`config.mk`:
```
export PLATFORM = sky130hd
export DESIGN_NAME = pll_reset_sequencer
export DESIGN_NICKNAME = d
export VERILOG_FILES = /design/src/rtl/pll_seq_pkg.sv /design/src/rtl/sync_2ff.sv /design/src/rtl/pll_reset_sequencer.sv
export SDC_FILE = /design/constraint.sdc
export NUM_CORES = 1
export LEC_CHECK = 0
export CORE_ASPECT_RATIO = 1.4
export CORE_UTILIZATION = 55
export CTS_CLUSTER_SIZE = 10
export DETAILED_ROUTE_END_ITERATION = 10
export PLACE_DENSITY = 0.85
export SKIP_CTS_REPAIR_TIMING = 1
export SLEW_MARGIN = 20
export SYNTH_ARGS = -nofsm -noshare
export SYNTH_HDL_FRONTEND = slang
export SYNTH_HIERARCHICAL = 1
export SYNTH_SLANG_ARGS = --single-unit
```
`constraint.sdc`:
```
create_clock -name refclk -period 5.05 [get_ports refclk]
set_input_delay 0.7575 -clock refclk [delete_from_list [all_inputs] [get_ports refclk]]
set_output_delay 0.7575 -clock refclk [all_outputs]
set_load 0.02 [all_outputs]
```
`src/rtl/pll_seq_pkg.sv`:
```
// Shared types and constants for the PLL reset sequencer: FSM state encoding,
// lock-loss filter length and the cycle-counter width helper.
package pll_seq_pkg;

  typedef enum logic [2:0] {
    S_PLL_RST   = 3'd0,
    S_WAIT_LOCK = 3'd1,
    S_STABLE    = 3'd2,
    S_RELEASE   = 3'd3,
    S_RUN       = 3'd4
  } state_e;

  localparam int LOSS_FILTER_LEN = 4;

  // Bits needed to count 0 .. max-1 for the largest of the supplied spans.
  function automatic int cnt_width(input int a, input int b, input int c, input int d);
    int m;
    m = a;
    if (b > m) m = b;
    if (c > m) m = c;
    if (d > m) m = d;
    return (m < 2) ? 1 : $clog2(m);
  endfunction

endpackage

```
`src/rtl/sync_2ff.sv`:
```
// Two-flop synchroniser bringing the asynchronous PLL lock indication into
// the refclk domain; both flops clear on the synchronous reset.
module sync_2ff (
  input  logic clk_i,
  input  logic rst_i,
  input  logic d_i,
  output logic q_o
);

  logic meta_q;
  logic sync_q;

  always_ff @(posedge clk_i) begin
    if (rst_i) begin
      meta_q <= 1'b0;
      sync_q <= 1'b0;
    end else begin
      meta_q <= d_i;
      sync_q <= meta_q;
    end
  end

  assign q_o = sync_q;

endmodule

```
`src/rtl/pll_reset_sequencer.sv`:
```
// PLL bring-up sequencer: pulses pll_rst, waits for a stable lock, then releases
// domain resets one by one. Define PLL_SEQ_LOSS_FILTER_EN to ignore short dropouts.
module pll_reset_sequencer
  import pll_seq_pkg::*;
#(
  parameter int NUM_CLKS            = 5,
  parameter int PLL_RST_CYCLES      = 16,
  parameter int LOCK_TIMEOUT_CYCLES = 74250,
  parameter int LOCK_STABLE_CYCLES  = 1024,
  parameter int STAGGER_CYCLES      = 8
) (
  input  logic                refclk,
  input  logic                rst,
  input  logic                pll_locked,
  input  logic                force_relock,
  output logic                pll_rst,
  output logic [NUM_CLKS-1:0] domain_rst,
  output logic                ready,
  output logic [7:0]          relock_count,
  output logic                timeout_err
);

  localparam int REL_SPAN = (NUM_CLKS - 1) * STAGGER_CYCLES;
  localparam int CNT_W    = cnt_width(PLL_RST_CYCLES, LOCK_TIMEOUT_CYCLES,
                                      LOCK_STABLE_CYCLES, REL_SPAN + 1);

  localparam logic [CNT_W-1:0] RST_LAST = CNT_W'(PLL_RST_CYCLES - 1);
  localparam logic [CNT_W-1:0] TO_LAST  = CNT_W'(LOCK_TIMEOUT_CYCLES - 1);
  localparam logic [CNT_W-1:0] STB_LAST = CNT_W'(LOCK_STABLE_CYCLES - 1);
  localparam logic [CNT_W-1:0] REL_LAST = CNT_W'(REL_SPAN);

  state_e           state_q, state_d;
  logic [CNT_W-1:0] cnt_q, cnt_d;
  logic [7:0]       relock_q, relock_d;
  logic             timeout_q, timeout_d;
  logic             locked_s;
  logic             live;
  logic             loss_act;
  logic             relock_evt;

  sync_2ff u_lock_sync (
    .clk_i (refclk),
    .rst_i (rst),
    .d_i   (pll_locked),
    .q_o   (locked_s)
  );

  assign live = (state_q == S_RELEASE) || (state_q == S_RUN);

`ifdef PLL_SEQ_LOSS_FILTER_EN
  localparam int LOW_W = $clog2(LOSS_FILTER_LEN);

  logic [LOW_W-1:0] low_q, low_d;

  // Loss is acted on only on the Nth consecutive unlocked cycle.
  assign loss_act = live && !locked_s && (low_q == LOW_W'(LOSS_FILTER_LEN - 1));
  assign low_d    = (live && !locked_s && !loss_act) ? low_q + LOW_W'(1) : '0;

  always_ff @(posedge refclk) begin
    if (rst) low_q <= '0;
    else     low_q <= low_d;
  end
`else
  assign loss_act = live && !locked_s;
`endif

  // Lock loss and a forced relock in the same cycle are one event.
  assign relock_evt = loss_act || (force_relock && (state_q != S_PLL_RST));

  always_ff @(posedge refclk) begin
    if (rst) begin
      state_q   <= S_PLL_RST;
      cnt_q     <= '0;
      relock_q  <= '0;
      timeout_q <= 1'b0;
    end else begin
      state_q   <= state_d;
      cnt_q     <= cnt_d;
      relock_q  <= relock_d;
      timeout_q <= timeout_d;
    end
  end

  always_comb begin
    state_d   = state_q;
    cnt_d     = cnt_q + CNT_W'(1);
    relock_d  = relock_q;
    timeout_d = timeout_q;
    if (relock_evt) begin
      state_d = S_PLL_RST;
      cnt_d   = '0;
      if (relock_q != 8'hFF) relock_d = relock_q + 8'd1;
    end else begin
      case (state_q)
        S_PLL_RST: begin
          if (cnt_q == RST_LAST) begin
            state_d = S_WAIT_LOCK;
            cnt_d   = '0;
          end
        end
        S_WAIT_LOCK: begin
          if (locked_s) begin
            state_d = S_STABLE;
            cnt_d   = '0;
          end else if (cnt_q == TO_LAST) begin
            state_d   = S_PLL_RST;
            cnt_d     = '0;
            timeout_d = 1'b1;
          end
        end
        S_STABLE: begin
          if (!locked_s) begin
            state_d = S_WAIT_LOCK;
            cnt_d   = '0;
          end else if (cnt_q == STB_LAST) begin
            state_d = S_RELEASE;
            cnt_d   = '0;
          end
        end
        S_RELEASE: begin
          if (cnt_q == REL_LAST) begin
            state_d = S_RUN;
            cnt_d   = '0;
          end
        end
        S_RUN:   cnt_d = '0;
        default: begin
          state_d = S_PLL_RST;
          cnt_d   = '0;
        end
      endcase
    end
  end

  // A loss event forces every domain back into reset in the cycle it is seen.
  always_comb begin
    pll_rst    = (state_q == S_PLL_RST);
    ready      = 1'b0;
    domain_rst = '1;
    case (state_q)
      S_RELEASE: begin
        if (!relock_evt) begin
          for (int k = 0; k < NUM_CLKS; k++) begin
            domain_rst[k] = (cnt_q < CNT_W'(k * STAGGER_CYCLES));
          end
        end
      end
      S_RUN: begin
        if (!relock_evt) begin
          ready      = 1'b1;
          domain_rst = '0;
        end
      end
      default: ;
    endcase
  end

  assign relock_count = relock_q;
  assign timeout_err  = timeout_q;

endmodule
```
==> report_table.html, run 1 <==
<table>
<tr><th>Metric</th><th>Value</th></tr>
<tr><th colspan="2">Outcome</th></tr>
<tr><td>Outcome</td><td>finished, final reports clean</td></tr>
<tr><th colspan="2">Flow run</th></tr>
<tr><td>Max-cap violations</td><td>0</td></tr>
<tr><th colspan="2">STA</th></tr>
<tr><td>Slew at the pin closest to its max-slew limit</td><td>between 0.8 and 0.9 ns</td></tr>
<tr><td>Final Hold Violating Endpoints</td><td>0</td></tr>
<tr><td>Max Slew Vio Count</td><td>0</td></tr>
<tr><td>Post-Route Setup TNS</td><td>0 ns</td></tr>
<tr><td>RSZ-0062 raised after global routing</td><td>no</td></tr>
<tr><td>Final setup margin</td><td>1.61 ns</td></tr>
<tr><td>Number of setup violations in the final report</td><td>0</td></tr>
<tr><td>Period utilisation layout</td><td>68.1%</td></tr>
<tr><td>Slew HR</td><td>43.0%</td></tr>
<tr><td>Minimum clock period</td><td>3.44 ns</td></tr>
<tr><td>Final worst clock skew</td><td>between 0.015 and 0.02 ns</td></tr>
<tr><td>Achievable frequency</td><td>291 MHz</td></tr>
<tr><th colspan="2">Global route</th></tr>
<tr><td>Maximum number of pins on one net before global-route repair</td><td>17</td></tr>
<tr><td>Met1 usage in global routing</td><td>26.0%</td></tr>
<tr><td>Met3 track utilization from global routing</td><td>approximately 7%</td></tr>
<tr><td>Met2 track utilization from global routing</td><td>45.4%</td></tr>
<tr><td>Global-route wire length before repair</td><td>approximately 5700 microns</td></tr>
<tr><td>Vias in the first global route</td><td>1,343</td></tr>
<tr><td>Most used routing layer in global routing</td><td>met2</td></tr>
<tr><td>Overflow left after global routing</td><td>0</td></tr>
<tr><td>Initial antenna violation count</td><td>0</td></tr>
<tr><td>All-layer global routing usage</td><td>25.7%</td></tr>
<tr><th colspan="2">Synthesis</th></tr>
<tr><td>Top post-synthesis cells by area</td><td>sky130_fd_sc_hd__dfxtp_1 39%, sky130_fd_sc_hd__nor2_1 5.6%, sky130_fd_sc_hd__xor2_1 4.4%</td></tr>
<tr><td>Top cell type's share of synthesized area</td><td>38.6%</td></tr>
<tr><td>Synthesized Nets</td><td>between 200 and 250</td></tr>
<tr><td>Share of the yosys chip area belonging to registers</td><td>38.6%</td></tr>
<tr><td>Number of instances in the synthesized netlist</td><td>196</td></tr>
<tr><td>Combined area of all synthesized cells</td><td>0.00161 sq mm</td></tr>
<tr><td>Yosys reg bits</td><td>31</td></tr>
<tr><td>Distinct cells, synth</td><td>43</td></tr>
<tr><td>Cell type with the largest total area after synthesis</td><td>sky130_fd_sc_hd__dfxtp_1</td></tr>
<tr><td>Synthesized area per cell</td><td>between 8 and 9 sq um</td></tr>
<tr><td>Total number of yosys warnings</td><td>6</td></tr>
<tr><th colspan="2">Clock tree</th></tr>
<tr><td>Clock latency at the later pin of the worst-skew pair</td><td>approximately 0.34 ns</td></tr>
<tr><td>Maximum root-to-sink buffer count</td><td>2</td></tr>
<tr><td>Number of H-tree levels</td><td>2</td></tr>
<tr><td>Clock root buffer</td><td>sky130_fd_sc_hd__clkbuf_4</td></tr>
<tr><td>TritonCTS clock tree</td><td>built</td></tr>
<tr><td>Number of sinks driven by the clock tree</td><td>31</td></tr>
<tr><td>Number of CTS-inserted buffers</td><td>5</td></tr>
<tr><td>Clock slew at reported path FFs</td><td>0.09 ns</td></tr>
<tr><th colspan="2">Power and ir drop</th></tr>
<tr><td>Fraction of power consumed by the clock network</td><td>between 40 and 50%</td></tr>
<tr><td>Cell leakage power</td><td>0.000664 uW</td></tr>
<tr><td>Net switching fraction of the power</td><td>21.3%</td></tr>
<tr><td>Pwr/cell area</td><td>249 mW/mm^2</td></tr>
<tr><td>Net switching power of the design</td><td>100 uW</td></tr>
<tr><td>Peak supply drop</td><td>0.237 mV</td></tr>
<tr><td>Relative contribution of combinational cells to total power</td><td>under 10%</td></tr>
<tr><td>Portion of total power attributed to sequential cells</td><td>~53%</td></tr>
<tr><td>Design internal power</td><td>371 uW</td></tr>
<tr><th colspan="2">Floorplan</th></tr>
<tr><td>Area of the die</td><td>approximately 0.0031 sq mm</td></tr>
<tr><td>Placement Rows</td><td>22</td></tr>
<tr><td>Die W</td><td>approximately 48 microns</td></tr>
<tr><td>Starting density of the core</td><td>59.6%</td></tr>
<tr><td>Die extent in y</td><td>66.0 microns</td></tr>
<tr><td>Io pins</td><td>20</td></tr>
<tr><td>Area inside the core boundary</td><td>0.00270 sq mm</td></tr>
<tr><th colspan="2">Detailed routing</th></tr>
<tr><td>Routed WL</td><td>3540 microns</td></tr>
<tr><td>Number of design-rule violations left by the first detailed-router iteration</td><td>39</td></tr>
<tr><td>Wirelength per Cell</td><td>14.2 microns</td></tr>
<tr><td>Remaining antenna violation count after routing</td><td>0</td></tr>
<tr><td>First-pass DRT Iterations</td><td>4</td></tr>
<tr><td>Detailed-route via count</td><td>about 1,500</td></tr>
<tr><td>Count of unresolved DRC violations after routing</td><td>0</td></tr>
<tr><td>DR vias/cell</td><td>roughly 5.8</td></tr>
<tr><th colspan="2">Min path</th></tr>
<tr><td>Worst min-delay path class</td><td>reg -&gt; reg</td></tr>
<tr><th colspan="2">Layout</th></tr>
<tr><td>Synth-to-Final Area Change</td><td>17.8%</td></tr>
<tr><td>Ratio of cells with drive above 1 in the final layout</td><td>7.01%</td></tr>
<tr><td>Diode insertion count for antenna repair</td><td>0</td></tr>
<tr><td>Total number of nets in the final design</td><td>221</td></tr>
<tr><td>Final std cells w/o fill</td><td>250</td></tr>
<tr><th colspan="2">Worst setup path</th></tr>
<tr><td>Worst setup path startpoint</td><td>force_relock</td></tr>
<tr><td>Startpoint-to-endpoint class of the critical path</td><td>in -&gt; out</td></tr>
<tr><td>Endpoint of the worst-slack reg-to-reg timing path</td><td>cnt_q[14]$_SDFF_PP0_</td></tr>
<tr><td>Worst path required time</td><td>between 4 and 5 ns</td></tr>
<tr><td>Critical path startpoint category</td><td>input port</td></tr>
<tr><td>CP arrival</td><td>2.68 ns</td></tr>
<tr><td>Source of the worst register-to-register timing path</td><td>cnt_q[10]$_SDFF_PP0_</td></tr>
<tr><td>Worst-path fanout max</td><td>7</td></tr>
<tr><td>Worst reg2reg setup slack</td><td>2.41 ns</td></tr>
<tr><td>Depth of the worst register-to-register path</td><td>5</td></tr>
<tr><td>Worst setup path end</td><td>domain_rst[4]</td></tr>
<tr><td>Kind of capture point of the worst setup path</td><td>output port</td></tr>
<tr><th colspan="2">Placement</th></tr>
<tr><td>Final HPWL from detailed placement</td><td>2610 microns</td></tr>
<tr><td>Final weighted congestion in routability-driven placement</td><td>0.849</td></tr>
<tr><td>Placed insts</td><td>between 200 and 250</td></tr>
<tr><td>Place WS</td><td>1.66 ns</td></tr>
<tr><td>I/O Buffers</td><td>19</td></tr>
</table>
-- registers in the layout, summed over array words and instances, names as in the netlist --
register,flops
cnt_q,17
relock_count,8
state_q,3
timeout_err,1
u_lock_sync/meta_q,1
u_lock_sync/q_o,1
-- synth_stat cells --
cell and count:
sky130_fd_sc_hd__xor2_1 8, sky130_fd_sc_hd__and4b_1 1, sky130_fd_sc_hd__or4_4 1, sky130_fd_sc_hd__nand2_1 14
sky130_fd_sc_hd__o21bai_1 1, sky130_fd_sc_hd__and2_1 1, sky130_fd_sc_hd__and4_1 2, sky130_fd_sc_hd__o211ai_1 1
sky130_fd_sc_hd__o2111ai_1 1, sky130_fd_sc_hd__nand3b_1 2, sky130_fd_sc_hd__nor4_1 3, sky130_fd_sc_hd__a31o_2 1
sky130_fd_sc_hd__mux2i_1 1, sky130_fd_sc_hd__dfxtp_1 31, sky130_fd_sc_hd__a21o_1 1, sky130_fd_sc_hd__buf_1 1
sky130_fd_sc_hd__o21ai_0 11, sky130_fd_sc_hd__nor3b_1 2, sky130_fd_sc_hd__o41a_1 1, sky130_fd_sc_hd__o21ai_1 2
sky130_fd_sc_hd__o31a_1 1, sky130_fd_sc_hd__or4_1 1, sky130_fd_sc_hd__nor4b_1 1, sky130_fd_sc_hd__or2_2 4
sky130_fd_sc_hd__buf_2 1, sky130_fd_sc_hd__a21oi_1 8, sky130_fd_sc_hd__nand4_1 5, sky130_fd_sc_hd__xnor2_1 7
sky130_fd_sc_hd__nand3_1 9, sky130_fd_sc_hd__o311a_1 1, sky130_fd_sc_hd__nand2b_1 2, sky130_fd_sc_hd__or3_1 8
sky130_fd_sc_hd__clkbuf_1 7, sky130_fd_sc_hd__a41oi_1 1, sky130_fd_sc_hd__ha_1 4, sky130_fd_sc_hd__and3_1 6
sky130_fd_sc_hd__nor2b_1 2, sky130_fd_sc_hd__or2_1 2, sky130_fd_sc_hd__inv_1 5, sky130_fd_sc_hd__nor2_1 24
sky130_fd_sc_hd__a31oi_1 2, sky130_fd_sc_hd__nor3_1 8, sky130_fd_sc_hd__o41ai_4 1
-- routing by layer --
| metal | vias to the layer above | part of all wire [%] |
|---|---|---|
| li1 | 727 | - |
| met1 | 684 | 40 |
| met2 | 39 | 54 |
| met3 | 7 | 4.0 |
| met4 | 0 | 2.0 |
| met5 | - | 0 |
-- worst min-delay path by stage --
| stage | startpoint | end | cells past startpoint |
|---|---|---|---|
| 2_1_floorplan | u_lock_sync/meta_q$_SDFF_PP0_ | u_lock_sync/q_o$_SDFF_PP0_ | 1 |
| 3_3_place_gp | u_lock_sync/meta_q$_SDFF_PP0_ | u_lock_sync/q_o$_SDFF_PP0_ | 1 |
| 3_5_place_dp | u_lock_sync/meta_q$_SDFF_PP0_ | u_lock_sync/q_o$_SDFF_PP0_ | 1 |
| 4_1_cts | u_lock_sync/meta_q$_SDFF_PP0_ | u_lock_sync/q_o$_SDFF_PP0_ | 1 |
| 5_1_grt | u_lock_sync/meta_q$_SDFF_PP0_ | u_lock_sync/q_o$_SDFF_PP0_ | 1 |
| 6_report | u_lock_sync/meta_q$_SDFF_PP0_ | u_lock_sync/q_o$_SDFF_PP0_ | 1 |
-- through the flow --
step	utilization, %	power, uW	area [sq um]	hold slack (ns)
2_1_floorplan	-	266	1610	0.414
3_3_place_gp	67.1	271	1810	0.418
3_5_place_dp	67.1	272	1810	0.434
4_1_cts	70.3	473	1900	0.457
5_1_grt	70.3	488	1900	0.470
6_report	70.3	471	1900	0.448
-- layout by cell type, fill, tap and decap left out, types with 2 or more instances in the layout --
cell type	instances
sky130_fd_sc_hd__a21oi_1	8
sky130_fd_sc_hd__a31oi_1	2
sky130_fd_sc_hd__and3_1	6
sky130_fd_sc_hd__and4_1	2
sky130_fd_sc_hd__clkbuf_4	5
sky130_fd_sc_hd__clkdlybuf4s50_1	19
sky130_fd_sc_hd__dfxtp_1	31
sky130_fd_sc_hd__ha_1	4
sky130_fd_sc_hd__inv_1	5
sky130_fd_sc_hd__nand2_1	14
sky130_fd_sc_hd__nand2b_1	2
sky130_fd_sc_hd__nand3_1	9
sky130_fd_sc_hd__nand3b_1	2
sky130_fd_sc_hd__nand4_1	5
sky130_fd_sc_hd__nor2_1	24
sky130_fd_sc_hd__nor2b_1	2
sky130_fd_sc_hd__nor3_1	8
sky130_fd_sc_hd__nor3b_1	2
sky130_fd_sc_hd__nor4_1	3
sky130_fd_sc_hd__o21ai_0	11
sky130_fd_sc_hd__o21ai_1	2
sky130_fd_sc_hd__or2_1	2
sky130_fd_sc_hd__or2_2	4
sky130_fd_sc_hd__or3_1	8
sky130_fd_sc_hd__xnor2_1	7
sky130_fd_sc_hd__xor2_1	8
-- layout make-up --
cell class	count	area, sq um
well taps	36	45.0
fillers	246	802
flip-flops and latches	31	621
multi-input cells	151	935
clock inverters	2	35.0
clock buffers	6	51.3
repair buffers	19	190
inverters	5	18.8
-- critical path: stages --
cell and delay (ns):
sky130_fd_sc_hd__clkdlybuf4s50_1 0.51, sky130_fd_sc_hd__o21ai_0 0.28, sky130_fd_sc_hd__o21ai_0 0.23, sky130_fd_sc_hd__or2_2 0.35
sky130_fd_sc_hd__clkdlybuf4s50_1 0.55
-- logic make-up after synthesis --
logic type / Yosys count / share of synthesized area (%)
compound gates: 33 / 13.9
xor+xnor: 15 / 8.17
fa+ha+maj: 4 / 3.11
buf+inv: 14 / 3.34
flops: 31 / 38.6
mux: 1 / 0.622
simple gates: 98 / 32.3
-- power by group through the flow --
stage                     clock (uW)  combinational [uW]  sequential [uW]
after global routing             218                17.9              251
after CTS                        206                15.8              251
after global placement             0                14.9              256
after detailed placement           0                15.6              256
after floorplan                    0                11.5              255
final                            205                15.7              251
Note: power is estimated with default switching activity, not from simulation.
==> inputs of run 2 (changes only) <==
--- a/config.mk
+++ b/config.mk
@@ -6,10 +6,10 @@
 export NUM_CORES = 1
 export LEC_CHECK = 0
 export CORE_ASPECT_RATIO = 1.4
-export CORE_UTILIZATION = 55
+export CORE_UTILIZATION = 54
 export CTS_CLUSTER_SIZE = 10
 export DETAILED_ROUTE_END_ITERATION = 10
-export PLACE_DENSITY = 0.85
+export PLACE_DENSITY = 0.84
 export SKIP_CTS_REPAIR_TIMING = 1
 export SLEW_MARGIN = 20
 export SYNTH_ARGS = -nofsm -noshare
==> constraint.sdc (replaced) <==
create_clock -name refclk -period 3.6 [get_ports refclk]
set_input_delay 0.54 -clock refclk [delete_from_list [all_inputs] [get_ports refclk]]
set_output_delay 0.54 -clock refclk [all_outputs]
set_load 0.02 [all_outputs]
==> run 2 against run 1 <==
  * Cell count is 0.40% lower
  * Die area is 1.8% higher
  * Sequential share of layout area is 0.22 points higher
  * Combinational power is 38% higher
  * Utilization is 4.2 points lower
  * Via count is 0.62% higher
  * Sequential power is 40% higher
  * Worst setup slack worse by 1.1 ns
  * Hold slack worse by 0.012 ns
  * Register-to-register slack worse by 1.5 ns
  * Critical path type is now reg -> out
  * Highest routed layer unchanged
==> report_table.html, run 2 (synthesis gave the netlist of run 1 again) <==
<table>
<tr><th>Metric</th><th>Value</th></tr>
<tr><th colspan="2">STA</th></tr>
<tr><td>Max Slew Vio Count</td><td>0 (unchanged)</td></tr>
<tr><td>Post-Route Setup TNS</td><td>0 ns (unchanged)</td></tr>
<tr><td>RSZ-0062 raised after global routing</td><td>no</td></tr>
<tr><td>Achievable frequency</td><td>about 330 MHz</td></tr>
<tr><td>Period utilisation layout</td><td>between 80% and 90%</td></tr>
<tr><td>Slew at the pin closest to its max-slew limit</td><td>0.897 ns (+0.0464 ns)</td></tr>
<tr><td>Final Hold Violating Endpoints</td><td>0 (unchanged)</td></tr>
<tr><td>Minimum clock period</td><td>between 3 and 4 ns</td></tr>
<tr><td>Number of setup violations in the final report</td><td>0 (unchanged)</td></tr>
<tr><td>Final worst clock skew</td><td>0.00373 ns (-0.0144 ns)</td></tr>
<tr><td>Slew HR</td><td>40.0% (-3.1 points)</td></tr>
<tr><th colspan="2">Placement</th></tr>
<tr><td>Placed insts</td><td>243 (+0.41%)</td></tr>
<tr><td>Final HPWL from detailed placement</td><td>2640 microns (+1.2%)</td></tr>
<tr><td>Final weighted congestion in routability-driven placement</td><td>0.870 (+2.5%)</td></tr>
<tr><td>I/O Buffers</td><td>19 (unchanged)</td></tr>
<tr><th colspan="2">Floorplan</th></tr>
<tr><td>Die extent in y</td><td>66.6 microns (+0.90%)</td></tr>
<tr><td>Io pins</td><td>20 (unchanged)</td></tr>
<tr><td>Starting density of the core</td><td>56.5% (-3.2 points)</td></tr>
<tr><td>Area of the die</td><td>0.00321 sq mm (+1.8%)</td></tr>
<tr><td>Area inside the core boundary</td><td>0.00285 sq mm (+5.6%)</td></tr>
<tr><td>Die W</td><td>48.1 microns (+0.89%)</td></tr>
<tr><td>Placement Rows</td><td>23 (+4.5%)</td></tr>
<tr><th colspan="2">Worst setup path</th></tr>
<tr><td>Kind of capture point of the worst setup path</td><td>output port</td></tr>
<tr><td>Sequence of cells on the critical path</td><td>or4_1 &gt; nor3_1 &gt; and3_1 &gt; nand2b_1 &gt; o21bai_1 &gt; clkdlybuf4s50_1</td></tr>
<tr><td>Startpoint-to-endpoint class of the critical path</td><td>reg -&gt; out</td></tr>
<tr><td>Critical path startpoint category</td><td>flip-flop</td></tr>
<tr><td>Largest incremental delay on the critical path</td><td>0.62 ns (+0.07 ns)</td></tr>
<tr><td>Worst-path fanout max</td><td>5 (-2)</td></tr>
<tr><td>Worst path required time</td><td>3.06 ns (-1.23 ns)</td></tr>
<tr><td>CP arrival</td><td>2.53 ns (-0.15 ns)</td></tr>
<tr><td>Cell type of the slowest stage on the worst timing path</td><td>sky130_fd_sc_hd__clkdlybuf4s50_1</td></tr>
<tr><th colspan="2">Layout</th></tr>
<tr><td>Flip-flop count of the largest register after layout</td><td>17 (unchanged)</td></tr>
<tr><td>Ratio of cells with drive above 1 in the final layout</td><td>5.66% (-1.3 points)</td></tr>
<tr><td>Final std cells w/o fill</td><td>249 (-0.40%)</td></tr>
<tr><td>Total number of nets in the final design</td><td>221 (unchanged)</td></tr>
<tr><td>Commonest cells after routing, fill and taps aside</td><td>31 x sky130_fd_sc_hd__dfxtp_1, 24 x sky130_fd_sc_hd__nor2_1, 19 x sky130_fd_sc_hd__clkdlybuf4s50_1</td></tr>
<tr><td>Diode insertion count for antenna repair</td><td>0 (unchanged)</td></tr>
<tr><td>Leading cell type in the layout, fill and taps excluded</td><td>sky130_fd_sc_hd__dfxtp_1</td></tr>
<tr><td>Synth-to-Final Area Change</td><td>17.0%</td></tr>
<tr><td>Register with the most flip-flops</td><td>cnt_q</td></tr>
<tr><th colspan="2">Global route</th></tr>
<tr><td>All-layer global routing usage</td><td>26.6% (+0.84 points)</td></tr>
<tr><td>Vias in the first global route</td><td>1,427 (+6.3%)</td></tr>
<tr><td>Overflow left after global routing</td><td>0 (unchanged)</td></tr>
<tr><td>Maximum number of pins on one net before global-route repair</td><td>17 (unchanged)</td></tr>
<tr><td>Global-route wire length before repair</td><td>6080 microns (+6.3%)</td></tr>
<tr><td>Initial antenna violation count</td><td>0 (unchanged)</td></tr>
<tr><th colspan="2">Min path</th></tr>
<tr><td>Worst min-delay path class</td><td>reg -&gt; reg</td></tr>
<tr><th colspan="2">Clock tree</th></tr>
<tr><td>Number of H-tree levels</td><td>2 (unchanged)</td></tr>
<tr><td>Maximum root-to-sink buffer count</td><td>2 (unchanged)</td></tr>
<tr><td>TritonCTS clock tree</td><td>built</td></tr>
<tr><td>Clock latency at the later pin of the worst-skew pair</td><td>0.28 ns (-0.06 ns)</td></tr>
<tr><td>Clock slew at reported path FFs</td><td>0.06 ns (-0.03 ns)</td></tr>
<tr><td>Number of CTS-inserted buffers</td><td>5 (unchanged)</td></tr>
<tr><td>Clock root buffer</td><td>sky130_fd_sc_hd__clkbuf_8</td></tr>
<tr><td>Number of sinks driven by the clock tree</td><td>31 (unchanged)</td></tr>
<tr><th colspan="2">Power and ir drop</th></tr>
<tr><td>Pwr/cell area</td><td>329 mW/mm^2 (+32%)</td></tr>
<tr><td>Cell leakage power</td><td>0.000653 uW (-1.7%)</td></tr>
<tr><td>Peak supply drop</td><td>0.228 mV (-3.7%)</td></tr>
<tr><th colspan="2">Detailed routing</th></tr>
<tr><td>Routed WL</td><td>3600 microns (+1.7%)</td></tr>
<tr><td>Remaining antenna violation count after routing</td><td>0 (unchanged)</td></tr>
<tr><td>Number of design-rule violations left by the first detailed-router iteration</td><td>47 (+21%)</td></tr>
<tr><td>Count of unresolved DRC violations after routing</td><td>0 (unchanged)</td></tr>
<tr><td>First-pass DRT Iterations</td><td>4 (unchanged)</td></tr>
<tr><td>Detailed-route via count</td><td>1,466 (+0.62%)</td></tr>
<tr><td>Wirelength per Cell</td><td>14.5 microns (+2.1%)</td></tr>
<tr><td>DR vias/cell</td><td>5.89 (+1.0%)</td></tr>
<tr><th colspan="2">Flow run</th></tr>
<tr><td>Max-cap violations</td><td>0 (unchanged)</td></tr>
<tr><th colspan="2">Outcome</th></tr>
<tr><td>Outcome</td><td>finished, final reports clean</td></tr>
</table>
==> run 2: cell count changes in the layout (fill, tap and decap cells not counted) <==
cell	previous run	this run
sky130_fd_sc_hd__clkinv_2	1	0
sky130_fd_sc_hd__clkbuf_4	5	0
sky130_fd_sc_hd__bufinv_16	1	0
sky130_fd_sc_hd__clkbuf_1	0	1
sky130_fd_sc_hd__clkbuf_8	1	5
==> run 2: metal layers <==
layer	share of wire (%)	wire length, microns	global-route usage (%)	vias up
li1	-	-	-	722
met1	40	1440	28.1	697
met2	54	1930	46.1	39
met3	4.6	164	7.59	8
met4	1.9	69	11.8	0
met5	0	0	0	-
==> run 2: cell type report <==
type | count | area (sq um)
fillers | 236 | 966
multi-input cells | 151 | 935
flip-flops and latches | 31 | 621
repair buffers | 19 | 190
clock buffers | 6 | 72.6
well taps | 37 | 46.3
inverters | 5 | 18.8
==> run 2: worst paths after layout <==
check                                start                         end  slack [ns]  cells after the start
max                   cnt_q[10]$_SDFF_PP0_               domain_rst[1]        0.53                      6
min          u_lock_sync/meta_q$_SDFF_PP0_  u_lock_sync/q_o$_SDFF_PP0_        0.44                      1
max reg2reg           cnt_q[10]$_SDFF_PP0_        cnt_q[11]$_SDFF_PP0_        0.92                      5
min reg2reg  u_lock_sync/meta_q$_SDFF_PP0_  u_lock_sync/q_o$_SDFF_PP0_        0.44                      1
==> run 2: critical path: cells and delay by family (launching register included) <==
| kind | cells | cell delay (ns) |
|---|---|---|
| compound gates | 1 | 0.13 |
| buf+inv | 1 | 0.62 |
| flops | 1 | 0.35 |
| simple gates | 4 | 1.15 |
==> run 2: metrics by stage <==
step | util (%) | worst slack (ns) | area, sq um | total power (uW) | hold WS, ns
2_1_floorplan | - | 1.20 | 1610 | 373 | 0.414
3_3_place_gp | 63.5 | 0.695 | 1810 | 380 | 0.423
3_5_place_dp | 63.5 | 0.659 | 1810 | 381 | 0.428
4_1_cts | 66.1 | 0.527 | 1880 | 625 | 0.443
5_1_grt | 66.1 | 0.412 | 1880 | 641 | 0.468
6_report | 66.1 | 0.531 | 1880 | 620 | 0.436
==> run 2: report_power, final <==
part	leakage (uW)	total (uW)	internal, uW	switching (uW)
combinational	0.000365	21.7	9.37	12.3
clock	0.0000371	246	128	118
sequential	0.000251	352	347	4.99
total	0.000653	620	485	135
